$ cat src/rtl/uart_input_protocol_controller.sv
// uart_input_protocol_controller
//   Turns a byte stream from a UART receiver into accelerator control actions
//   and FIFO writes. Command bytes seen while idle:
//     0x00 SW_RESET : 16-cycle sw_rst pulse, clears start and the error flags
//     0x01 START    : raises the start level (held until reset)
//     0x02 DATA     : followed by channel byte, count byte (0 = 256 words) and
//                     count*BYTES data bytes, assembled little-endian into words
//   Any other byte received while idle is ignored.
//
// Ports
//   clk, rst        : clock and synchronous active-high reset
//   rx_data/valid   : received byte and its one-cycle qualifier
//   in_fifo_full    : per-FIFO full flags
//   in_fifo_we      : one-hot FIFO write enables
//   in_fifo_data    : word presented to all FIFOs
//   sw_rst, start   : accelerator software reset pulse / start level
//   busy            : controller is not idle
//   err_ch, err_ovf : sticky flags for a bad channel index / byte lost while stalled
module uart_input_protocol_controller #(
  parameter int NUM_INPUTS = 2,
  parameter int DATA_WIDTH = 32
) (
  input  logic                  clk,
  input  logic                  rst,
  input  logic [7:0]            rx_data,
  input  logic                  rx_valid,
  input  logic [NUM_INPUTS-1:0] in_fifo_full,
  output logic [NUM_INPUTS-1:0] in_fifo_we,
  output logic [DATA_WIDTH-1:0] in_fifo_data,
  output logic                  sw_rst,
  output logic                  start,
  output logic                  busy,
  output logic                  err_ch,
  output logic                  err_ovf
);

  localparam int BYTES = DATA_WIDTH / 8;
  localparam int BI_W  = (BYTES > 1) ? $clog2(BYTES) : 1;
  localparam int CH_W  = (NUM_INPUTS > 1) ? $clog2(NUM_INPUTS) : 1;
  localparam logic [BI_W-1:0] LAST_BYTE    = BI_W'(BYTES - 1);
  localparam logic [7:0]      NUM_INPUTS_B = 8'(NUM_INPUTS);
  localparam logic [7:0]      CMD_SW_RESET = 8'h00;
  localparam logic [7:0]      CMD_START    = 8'h01;
  localparam logic [7:0]      CMD_DATA     = 8'h02;

  typedef enum logic [2:0] {
    IDLE, RST_PULSE, GET_CH, GET_CNT, GET_DATA, WAIT_FULL
  } state_t;

  state_t                state_q, state_d;
  logic [3:0]            pulse_cnt_q, pulse_cnt_d;
  logic [CH_W-1:0]       ch_q, ch_d;
  logic                  ch_ok_q, ch_ok_d;
  logic [7:0]            cnt_q, cnt_d;          // word count byte, 0 encodes 256
  logic [7:0]            word_idx_q, word_idx_d;
  logic [BI_W-1:0]       byte_idx_q, byte_idx_d;
  logic [DATA_WIDTH-1:0] word_q, word_d;
  logic [DATA_WIDTH-1:0] data_q, data_d;
  logic [NUM_INPUTS-1:0] we_q, we_d;
  logic                  sw_rst_q, sw_rst_d;
  logic                  start_q, start_d;
  logic                  err_ch_q, err_ch_d;
  logic                  err_ovf_q, err_ovf_d;

  logic [NUM_INPUTS-1:0] ch_sel;      // one-hot target, all-zero for a bad channel
  logic [DATA_WIDTH-1:0] word_asm;    // word_q with the incoming byte merged in
  logic                  tgt_full;
  logic                  last_word;
  logic                  drain_we;

  generate
    for (genvar gi = 0; gi < NUM_INPUTS; gi++) begin : g_sel
      assign ch_sel[gi] = ch_ok_q && (ch_q == CH_W'(gi));
    end
    for (genvar gi = 0; gi < BYTES; gi++) begin : g_asm
      assign word_asm[gi*8 +: 8] = (byte_idx_q == BI_W'(gi)) ? rx_data : word_q[gi*8 +: 8];
    end
  endgenerate

  assign tgt_full = |(in_fifo_full & ch_sel);
  // cnt_q - 1 wraps 0 to 255, so a count byte of 0 naturally yields 256 words.
  assign last_word = (word_idx_q == cnt_q - 8'd1);
  // A stalled word is written in the very cycle its FIFO reports not-full.
  assign drain_we = (state_q == WAIT_FULL) && !tgt_full;

  always_comb begin
    state_d     = state_q;
    pulse_cnt_d = pulse_cnt_q;
    ch_d        = ch_q;
    ch_ok_d     = ch_ok_q;
    cnt_d       = cnt_q;
    word_idx_d  = word_idx_q;
    byte_idx_d  = byte_idx_q;
    word_d      = word_q;
    data_d      = data_q;
    we_d        = '0;
    sw_rst_d    = sw_rst_q;
    start_d     = start_q;
    err_ch_d    = err_ch_q;
    err_ovf_d   = err_ovf_q;

    case (state_q)
      IDLE: begin
        if (rx_valid) begin
          case (rx_data)
            CMD_SW_RESET: begin
              state_d     = RST_PULSE;
              sw_rst_d    = 1'b1;
              pulse_cnt_d = '0;
              start_d     = 1'b0;
              err_ch_d    = 1'b0;
              err_ovf_d   = 1'b0;
            end
            CMD_START: start_d = 1'b1;
            CMD_DATA:  state_d = GET_CH;
            default:   state_d = IDLE;
          endcase
        end
      end
      RST_PULSE: begin
        // Incoming bytes are deliberately ignored here.
        pulse_cnt_d = pulse_cnt_q + 4'd1;
        if (pulse_cnt_q == 4'd15) begin
          sw_rst_d = 1'b0;
          state_d  = IDLE;
        end
      end
      GET_CH: begin
        if (rx_valid) begin
          ch_d    = rx_data[CH_W-1:0];
          ch_ok_d = (rx_data < NUM_INPUTS_B);
          if (rx_data >= NUM_INPUTS_B) err_ch_d = 1'b1;
          state_d = GET_CNT;
        end
      end
      GET_CNT: begin
        if (rx_valid) begin
          cnt_d      = rx_data;
          word_idx_d = '0;
          byte_idx_d = '0;
          state_d    = GET_DATA;
        end
      end
      GET_DATA: begin
        if (rx_valid) begin
          word_d = word_asm;
          if (byte_idx_q == LAST_BYTE) begin
            byte_idx_d = '0;
            if (ch_ok_q) data_d = word_asm;
            if (tgt_full) begin
              state_d = WAIT_FULL;
            end else begin
              // ch_sel is zero for a bad channel, so that frame is only consumed.
              we_d = ch_sel;
              if (last_word) state_d = IDLE;
              else           word_idx_d = word_idx_q + 8'd1;
            end
          end else begin
            byte_idx_d = byte_idx_q + 1'b1;
          end
        end
      end
      WAIT_FULL: begin
        if (rx_valid) err_ovf_d = 1'b1;
        if (!tgt_full) begin
          if (last_word) begin
            state_d = IDLE;
          end else begin
            word_idx_d = word_idx_q + 8'd1;
            state_d    = GET_DATA;
          end
        end
      end
      default: state_d = IDLE;
    endcase
  end

  always_ff @(posedge clk) begin
    if (rst) begin
      state_q     <= IDLE;
      pulse_cnt_q <= '0;
      ch_q        <= '0;
      ch_ok_q     <= 1'b0;
      cnt_q       <= '0;
      word_idx_q  <= '0;
      byte_idx_q  <= '0;
      word_q      <= '0;
      data_q      <= '0;
      we_q        <= '0;
      sw_rst_q    <= 1'b0;
      start_q     <= 1'b0;
      err_ch_q    <= 1'b0;
      err_ovf_q   <= 1'b0;
    end else begin
      state_q     <= state_d;
      pulse_cnt_q <= pulse_cnt_d;
      ch_q        <= ch_d;
      ch_ok_q     <= ch_ok_d;
      cnt_q       <= cnt_d;
      word_idx_q  <= word_idx_d;
      byte_idx_q  <= byte_idx_d;
      word_q      <= word_d;
      data_q      <= data_d;
      we_q        <= we_d;
      sw_rst_q    <= sw_rst_d;
      start_q     <= start_d;
      err_ch_q    <= err_ch_d;
      err_ovf_q   <= err_ovf_d;
    end
  end

  assign in_fifo_we   = we_q | (drain_we ? ch_sel : '0);
  assign in_fifo_data = data_q;
  assign sw_rst       = sw_rst_q;
  assign start        = start_q;
  assign busy         = (state_q != IDLE);
  assign err_ch       = err_ch_q;
  assign err_ovf      = err_ovf_q;

endmodule

$ cat config.mk
export PLATFORM = sky130hd
export DESIGN_NAME = uart_input_protocol_controller
export DESIGN_NICKNAME = d
export VERILOG_FILES = /design/src/rtl/uart_input_protocol_controller.sv
export SDC_FILE = /design/constraint.sdc
export NUM_CORES = 1
export LEC_CHECK = 0
export CAP_MARGIN = 15
export CORE_UTILIZATION = 50
export CTS_BUF_LIST = sky130_fd_sc_hd__clkbuf_4 sky130_fd_sc_hd__clkbuf_8
export DETAILED_ROUTE_END_ITERATION = 10
export HOLD_SLACK_MARGIN = 0.02
export PLACE_DENSITY = 0.76
export SLEW_MARGIN = 20
export SYNTH_ARGS = -nofsm -noshare
export SYNTH_HDL_FRONTEND = slang
export SYNTH_SLANG_ARGS = --single-unit
$ cat constraint.sdc
create_clock -name clk -period 2.2 [get_ports clk]
set_input_delay 0.33 -clock clk [delete_from_list [all_inputs] [get_ports clk]]
set_output_delay 0.33 -clock clk [all_outputs]
set_load 0.02 [all_outputs]
Word level (Yosys, flattened, before mapping)
Index checks and enable logic that the tools add are counted.
Cells by class
  bitwise operators: 6
  reductions and logical operators: 28
  $lt $le $gt $ge: 2
  add/subtract/negate cells: 4
  muxes and demuxes: 42
  equal/unequal tests: 24
Operators by type and width (count)
  8-bit two-way mux: 9
  3-bit two-way mux: 10
  8-bit one-hot mux with 3 select lines: 1
  2-bit inequality test, second input constant: 10
  3-bit one-hot mux with 6 select lines: 1
  4-bit AND reduction: 4
  2-bit nonzero test: 5
  3-bit one-hot mux with 3 select lines: 1
  3-bit AND reduction: 3
  9-bit AND reduction: 1
  8-bit by 1-bit adder with 8-bit output, second input constant: 1
  8-bit by 1-bit equality test with 1-bit output, second input constant: 1
  8-bit by 2-bit equality test with 1-bit output, second input constant: 1
  8-bit equality test: 1
  8-bit by 2-bit greater-or-equal comparator with 1-bit output, second input constant: 1
  8-bit logical NOT: 1
  8-bit by 2-bit < comparator with 1-bit output, second input constant: 1
  1-bit two-way mux: 8
  2-bit two-way mux: 4
  4-bit two-way mux: 2
  1-bit one-hot mux with 2 select lines: 4
  4-bit one-hot mux with 2 select lines: 1
  8-bit by 1-bit subtractor with 8-bit output, second input constant: 1
  3-bit by 2-bit equality test with 1-bit output, second input constant: 2
  22 further kinds: 32
Storage, ports and cells
  register bits: 97
  logic and storage cells: 120
  output and inout port bits: 39

Longest topological paths before layout
Gate-level depths: netlist (run 1).
  depth in word-level cells: 8
  mapped depth: 9
  depth with buffers taken out: 8

Least setup slack after synthesis (run 1)
Ideal clock, no wire load.
  path kind: reg-to-reg
  from: reg cnt_q[0]
  to: reg state_q[0]
  required time: 2081 ps
  setup time: 119 ps
  stages on the path, launching flop included: 9
  path buffers: 0
  setup slack: -57 ps
  arrival: 2138 ps
  clock period less this slack: 2257 ps
  cells stage by stage: dfxtp_1 -> inv_1 -> ha_1 -> and2b_2 -> nor3_1 -> a211oi_1 -> or4_4 -> a2111o_1 -> mux2i_1
Between the ends
  word-level cells in the longest chain between the ends: 4
RTL lines
  from (decl): RTL line 54  | logic [7:0] cnt_q, cnt_d;
  from (signal assigned): RTL line 199  | cnt_q <= cnt_d;
  8-bit by 1-bit subtractor with 8-bit output: RTL line 82  | assign last_word = (word_idx_q == cnt_q - 8'd1);
  8-bit equality test: RTL line 82
  3-bit inequality test (no source line)
  9-bit AND reduction (no source line)
  to (signal assigned): RTL line 195  | state_q <= state_d;
  to (decl): RTL line 50  | state_t state_q, state_d;
Every way passes these cells.
A chain may end at the register's enable or synchronous reset.

Worst setup path in the final report (run 1)
  from: reg cnt_q[1]
  to: reg state_q[0]
Same word-level chain as after synthesis.

==> flow_summary_export.csv, run 1 <==
group,metric,value,unit
clock_tree,htreeDepth,3,
clock_tree,cts_tree,"yes",
yosys,synth_nets,525,
floorplan,die_height,92.7,um
placement,dp_cells,645,
placement,port_buffers,51,
routing,firstDrtPassIters,5,
clock_tree,cts.sinks,89,
floorplan,die_x,92.7,um
worst_hold_path,min_path_cells,2,
yosys,netlist_area,0.00411,mm2
pwr,p_int,0.00208,W
clock_tree,clockRootBuffer,"clkbuf_8",
finish,antennaDiodeCount,0,
finish,layout_common_cells,"84 x dfxtp_1, 73 x nand2_1, 58 x a21oi_1",
placement,place.gp.congestion,0.874,
timing,finalHoldViolCount,0,
routing,drtIter0Drc,183,
floorplan,dieArea,0.00859,mm2
pwr,power_frac_seq,58.3,%
pwr,swShare,24.8,%
pwr,p_switching,0.000685,W
yosys,synth-simple-area-share,23.0,%
yosys,synth_compound_area_share,16.8,%
clock_tree,holdBufCountCts,0,
finish,drive_above_1_share,12.9,%
worst_hold_path,hold_path.class,"in -> reg",
timing,fin_ws,-0.00540,ns
yosys,postSynthCellCount,505,
yosys,synth_fa_ha_area_share,2.13,%
floorplan,std_cell_rows,32,
finish,nFillCells,688,
flow_run,cap_violations,0,
finish,layout_commonest_cell,"dfxtp_1",
routing,ant_nets,0,
setup_path,arrival,2.44,ns
setup_path,worstSetupPathType,"reg -> reg",
timing,post-route-period-util,100,%
timing,tightest_slew,0.719,ns
yosys,synth.avg_cell_area,8.14,um2
timing,drv_slew,0,
clock_tree,clk_path_buf_depth,2,
setup_path,worstPathRequired,2.44,ns
yosys,synth_mux_area_share,7.09,%
finish,final_nets,574,
setup_path,worstPathMaxFanout,3,
yosys,synth-main-ff-cell,"dfxtp_1",
global_route,antenna_found_initial,0,
yosys,yosys.area_share.xor_xnor,2.56,%
outcome,status,"finished, violations left",
timing,finalSetupViolCount,1,
outcome,violations,"setup timing",
yosys,ys.warnings.count,0,
pwr,power.leakage,1.86,nW
setup_path,r2r_start,"cnt_q[1]",
worst_hold_path,hold_end,"pulse_cnt_q[0]",
global_route,grt.total_usage,24.5,%
yosys,synth-edff-count,0,
routing,routed_via_density,5.67,
pwr,powerDensity,541,mW/mm2
clock_tree,cts_buffers,9,
global_route,grt-ovfl-total,0,
global_route,grt_pass1_wl,16600,um
pwr,comb_power_share,4.3,%
placement,hpwlAfterDp,6870,um
global_route,grt_max_degree,69,
timing,fin_crit,2.21,ns
finish,final_cells,660,
clock_tree,post-cts-setup-buffers,0,
timing,clock.fmax,0.453,GHz
global_route,grt_pass1_vias,3461,
finish,area_growth,24.0,%
pwr,peakVddDrop,379,uV
yosys,synth_top_family_by_area,"simple AND/OR/NAND/NOR gates",
yosys,seq_area_frac_synth,43.3,%
pwr,p_total,0.00276,W
yosys,async_flop_share,0,%
routing,drc,0,
floorplan,start_util,52.4,%
timing,relSlewSlack,52.1,%
routing,totalWireLength,10100,um
pwr,pwr-share-clk,37.3,%
routing,route.vias.total,3743,
timing,rsz0062_at_grt,"true",
yosys,synth.distinct_cells,50,
worst_hold_path,min_from,"rst",
setup_path,ff2ff_setup_slack,-0.005,ns
setup_path,r2r-end,"state_q[0]",
setup_path,ff2ff_path_depth,7,
routing,avgRoutedWirePerCell,15.3,um
setup_path,critPathLaunchType,"register",
clock_tree,insertion_delay,0.36,ns
clock_tree,path_clk_slew,0.09,ns
floorplan,core_area,0.00785,mm2
setup_path,endpoint_kind,"register",
yosys,synth-seq-cells,89,
floorplan,boundaryPins,52,
timing,skew,0.0124,ns
-- cells by family after synthesis --
| family | count (synthesis) |
|---|---|
| xor+xnor | 12 |
| flops | 89 |
| fa+ha+maj | 7 |
| compound gates | 112 |
| mux | 29 |
| simple gates | 200 |
| buf+inv | 56 |
-- Yosys cell counts (all sizes together), types with 2 or more instances --
library cell | count | area share, %
a211oi | 26 | 4.7
a21oi | 58 | 7.1
a22oi | 3 | 0.55
a31o | 2 | 0.43
and3 | 9 | 1.4
buf | 3 | 0.30
clkbuf | 41 | 3.7
dfxtp | 89 | 43
ha | 7 | 2.1
inv | 11 | 1.0
mux2i | 28 | 6.8
nand2 | 73 | 6.7
nand2b | 2 | 0.30
nand3 | 34 | 4.1
nand4 | 7 | 1.1
nor2 | 44 | 4.0
nor2b | 3 | 0.46
nor3 | 5 | 0.61
nor4 | 4 | 0.91
o21ai | 8 | 0.97
o22ai | 3 | 0.46
o31ai | 2 | 0.36
or3 | 8 | 1.2
or4 | 3 | 0.64
xnor2 | 5 | 1.1
xor2 | 7 | 1.5
-- sequential cells by signal (all words and copies together) (netlist names) --
register	count
state_q	3
err_ovf	1
byte_idx_q	2
cnt_q	8
start	1
word_idx_q	8
ch_ok_q	1
err_ch	1
ch_q	1
sw_rst	1
pulse_cnt_q	4
word_q	24
in_fifo_data	32
we_q	2
-- layout make-up --
type	instances	area [um2]	area share (%)
flip-flops and latches	89	1790	35.1
repair buffers	82	766	15.0
multi-input cells	360	2200	43.1
clock inverters	6	51.3	1.01
clock buffers	9	124	2.43
inverters	12	45.0	0.883
well taps	102	128	2.50
-- critical path, stage by stage, from the launching register on --
cell      delay, ns
dfxtp_2        0.34
inv_2          0.04
ha_4           0.26
xor2_1         0.16
nand4_1        0.15
or4_4          0.59
a2111o_1       0.41
mux2i_1        0.13
-- power groups by stage --
stage                     Sequential (W)  Combinational (W)  Clock [W]
after floorplan                  0.00165          0.0000591          0
after global placement           0.00165           0.000116          0
after detailed placement         0.00165           0.000116          0
after CTS                        0.00161           0.000117    0.00105
after global routing             0.00161           0.000129    0.00111
final                            0.00161           0.000120    0.00103
-- through the flow --
| stage | hold slack, ns | worst slack (ns) | TNS, ns | instance area, um2 | util (%) |
|---|---|---|---|---|---|
| finish | 0.310 | -0.00540 | -0.00540 | 5100 | 65.0 |
| global route | 0.316 | -0.0887 | -0.143 | 5100 | 65.0 |
| CTS | 0.299 | -0.0379 | -0.0450 | 5050 | 64.4 |
| detailed placement | 0.447 | -0.338 | -2.70 | 4840 | 61.7 |
| global placement | 0.441 | -0.250 | -2.15 | 4840 | 61.7 |
| floorplan | 0.436 | 0.0136 | 0 | 4120 | - |
-- worst max-delay path by stage --
stage / depth (start not counted) / startpoint / slack, ns / end
finish: 7 / cnt_q[1] / -0.005 / state_q[0]
global route: 7 / cnt_q[1] / -0.09 / state_q[0]
CTS: 8 / cnt_q[0] / -0.04 / state_q[0]
detailed placement: 7 / rx_data[5] / -0.34 / sw_rst
global placement: 7 / rx_data[4] / -0.25 / sw_rst
floorplan: 8 / cnt_q[0] / 0.01 / state_q[0]
-- repair_timing --
item,CTS,global route
hold endpoints to repair,0,0
pin swaps,4,6
setup endpoints to repair,4,8
resized for setup,11,10
-- per-layer routing --
layer	track usage (%)	part of all wire, %
met1	31.2	44
met2	39.5	47
met3	6.32	6.3
met4	9.49	2.7
met5	0	0
Power figures use the tool's default switching activity.
==> inputs of run 2 (changes only) <==
--- a/config.mk
+++ b/config.mk
@@ -9,9 +9,11 @@
 export CORE_UTILIZATION = 50
 export CTS_BUF_LIST = sky130_fd_sc_hd__clkbuf_4 sky130_fd_sc_hd__clkbuf_8
 export DETAILED_ROUTE_END_ITERATION = 10
+export DONT_BUFFER_PORTS = 1
 export HOLD_SLACK_MARGIN = 0.02
-export PLACE_DENSITY = 0.76
+export PLACE_DENSITY = 0.68
 export SLEW_MARGIN = 20
 export SYNTH_ARGS = -nofsm -noshare
 export SYNTH_HDL_FRONTEND = slang
 export SYNTH_SLANG_ARGS = --single-unit
+export TNS_END_PERCENT = 100
==> flow_summary_export.csv, run 2 (synthesis gave the netlist of run 1 again) <==
group,metric,value,unit
placement,port_buffers,0,
finish,area_growth,10.1,%
timing,rsz0062_at_grt,"true",
global_route,grt.total_usage,23.1,%
routing,avgRoutedWirePerCell,16.0,um
floorplan,die_x,92.7,um
finish,fin_util,57.7,%
clock_tree,clk_path_buf_depth,2,
floorplan,dieArea,0.00859,mm2
timing,post-route-period-util,100,%
floorplan,core_area,0.00785,mm2
timing,drv_slew,0,
timing,finalSetupTns,-0.00378,ns
timing,holdWs,0.0382,ns
pwr,peakVddDrop,323,uV
flow_run,cap_violations,0,
finish,final_nets,508,
placement,hpwlAfterDp,6230,um
clock_tree,cts.sinks,89,
outcome,violations,"setup timing",
finish,layout_common_cells,"85 x dfxtp_1, 72 x nand2_1, 58 x a21oi_1",
pwr,powerDensity,670,mW/mm2
setup_path,ff2ff_setup_slack,-0.004,ns
setup_path,cp_slowest_cell,"or4_4",
clock_tree,insertion_delay,0.36,ns
global_route,grt-ovfl-total,0,
timing,finalHoldViolCount,0,
routing,firstDrtPassIters,4,
setup_path,cpPeakStageDelay,0.54,ns
finish,largest_register_ffs,32,
timing,finalSetupViolCount,1,
floorplan,die_height,92.7,um
worst_hold_path,hold_path.class,"in -> reg",
timing,fin_crit,2.20,ns
finish,antennaDiodeCount,0,
setup_path,worstPathMaxFanout,5,
finish,drive_above_1_share,11.8,%
routing,drtIter0Drc,155,
timing,fin_ws,-0.00378,ns
timing,relSlewSlack,51.0,%
clock_tree,cts_tree,"yes",
setup_path,worstPathRequired,2.46,ns
timing,clock.fmax,0.454,GHz
routing,ant_nets,0,
global_route,antenna_found_initial,0,
setup_path,endpoint_kind,"register",
floorplan,boundaryPins,52,
setup_path,worstSetupPathType,"reg -> reg",
routing,route.vias.total,3441,
global_route,grt_pass1_wl,15600,um
floorplan,std_cell_rows,32,
clock_tree,path_clk_slew,0.09,ns
routing,totalWireLength,9550,um
setup_path,crit_chain,"inv_2 -> ha_4 -> and2b_2 -> nor3_4 -> a211oi_2 -> or4_4 -> buf_4 -> and4_2 -> a31o_2",
outcome,status,"finished, violations left",
clock_tree,clockRootBuffer,"clkbuf_8",
global_route,grt_pass1_vias,3167,
routing,routed_via_density,5.78,
floorplan,start_util,52.4,%
setup_path,critPathLaunchType,"register",
global_route,grt_max_degree,81,
setup_path,arrival,2.46,ns
placement,place.gp.congestion,0.853,
clock_tree,htreeDepth,3,
pwr,power.leakage,1.60,nW
finish,layout_commonest_cell,"dfxtp_1",
timing,tightest_slew,0.734,ns
timing,skew,0.00980,ns
routing,drc,0,
clock_tree,cts_buffers,9,
## run 2: changes by cell type in the layout (fill, tap and decap cells not counted), sizes merged
cell	delta
clkinvlp	+1
bufinv	+3
dlygate4sd3	+2
clkdlybuf4s50	-49
buf	-18
dlymetal6s2s	-1
clkinv	-3
## run 2: metrics by stage
step | cell area, um2 | std cells | power (W) | setup slack (ns)
2_1_floorplan | 4120 | 505 | 0.00171 | 0.0136
3_3_place_gp | 4160 | 574 | 0.00168 | 0.0326
3_5_place_dp | 4160 | 574 | 0.00168 | -0.0245
4_1_cts | 4480 | 594 | 0.00306 | -0.0112
5_1_grt | 4530 | 595 | 0.00313 | -0.0712
6_report | 4530 | 595 | 0.00303 | -0.00378
## run 2: layout make-up
| cell class | instances | area, um2 |
|---|---|---|
| flip-flops and latches | 89 | 1790 |
| repair buffers | 16 | 125 |
| well taps | 102 | 128 |
| inverters | 12 | 45.0 |
| clock inverters | 7 | 124 |
| multi-input cells | 360 | 2190 |
| clock buffers | 9 | 124 |
| fillers | 737 | 3320 |
## run 2: critical path: cells and delay by family (launching register included)
family	cells	cell delay, ns
compound gates	2	0.27
fa+ha+maj	1	0.15
buf+inv	2	0.22
flops	1	0.33
simple gates	4	1.12
## run 2: report_power, final
group | switching, W | internal (W) | leakage (nW) | total [W]
Sequential | 0.000000594 | 0.00161 | 0.718 | 0.00161
Clock | 0.000623 | 0.000767 | 0.121 | 0.00139
Combinational | 0.0000162 | 0.0000147 | 0.763 | 0.0000309
## run 2: per-layer routing
layer  global-route usage (%)  wire length, um
met2                     37.8             4620
met1                     30.5             4340
met4                     6.79               99
met3                     4.84              495
met5                        0                0
## run 2: path summary, 6_finish.rpt
kind / start / endpoint / cells past startpoint
worst max-delay path: cnt_q[1] / word_idx_q[1] / 9
worst min-delay path: rst / we_q[1] / 1
worst max register to register: cnt_q[1] / word_idx_q[1] / 9
worst min register to register: word_q[19] / word_q[19] / 2
## run 2: what timing repair did
item                                   in CTS  in global routing
hold buffers                                2                  0
endpoints found under the hold margin       1                  0
cloned                                      0                  0
buffers inserted                            2                  1
resized for setup                          10                  9
setup endpoints to repair                   2                  7
pin swaps                                   5                  3
==> inputs of run 3 (changes only) <==
--- a/config.mk
+++ b/config.mk
@@ -8,6 +8,7 @@
 export CAP_MARGIN = 15
 export CORE_UTILIZATION = 50
 export CTS_BUF_LIST = sky130_fd_sc_hd__clkbuf_4 sky130_fd_sc_hd__clkbuf_8
+export CTS_CLUSTER_SIZE = 25
 export DETAILED_ROUTE_END_ITERATION = 10
 export DONT_BUFFER_PORTS = 1
 export HOLD_SLACK_MARGIN = 0.02
==> results of run 3 <==
No change in the layout: final DEF, timing and power equal those of run 2.
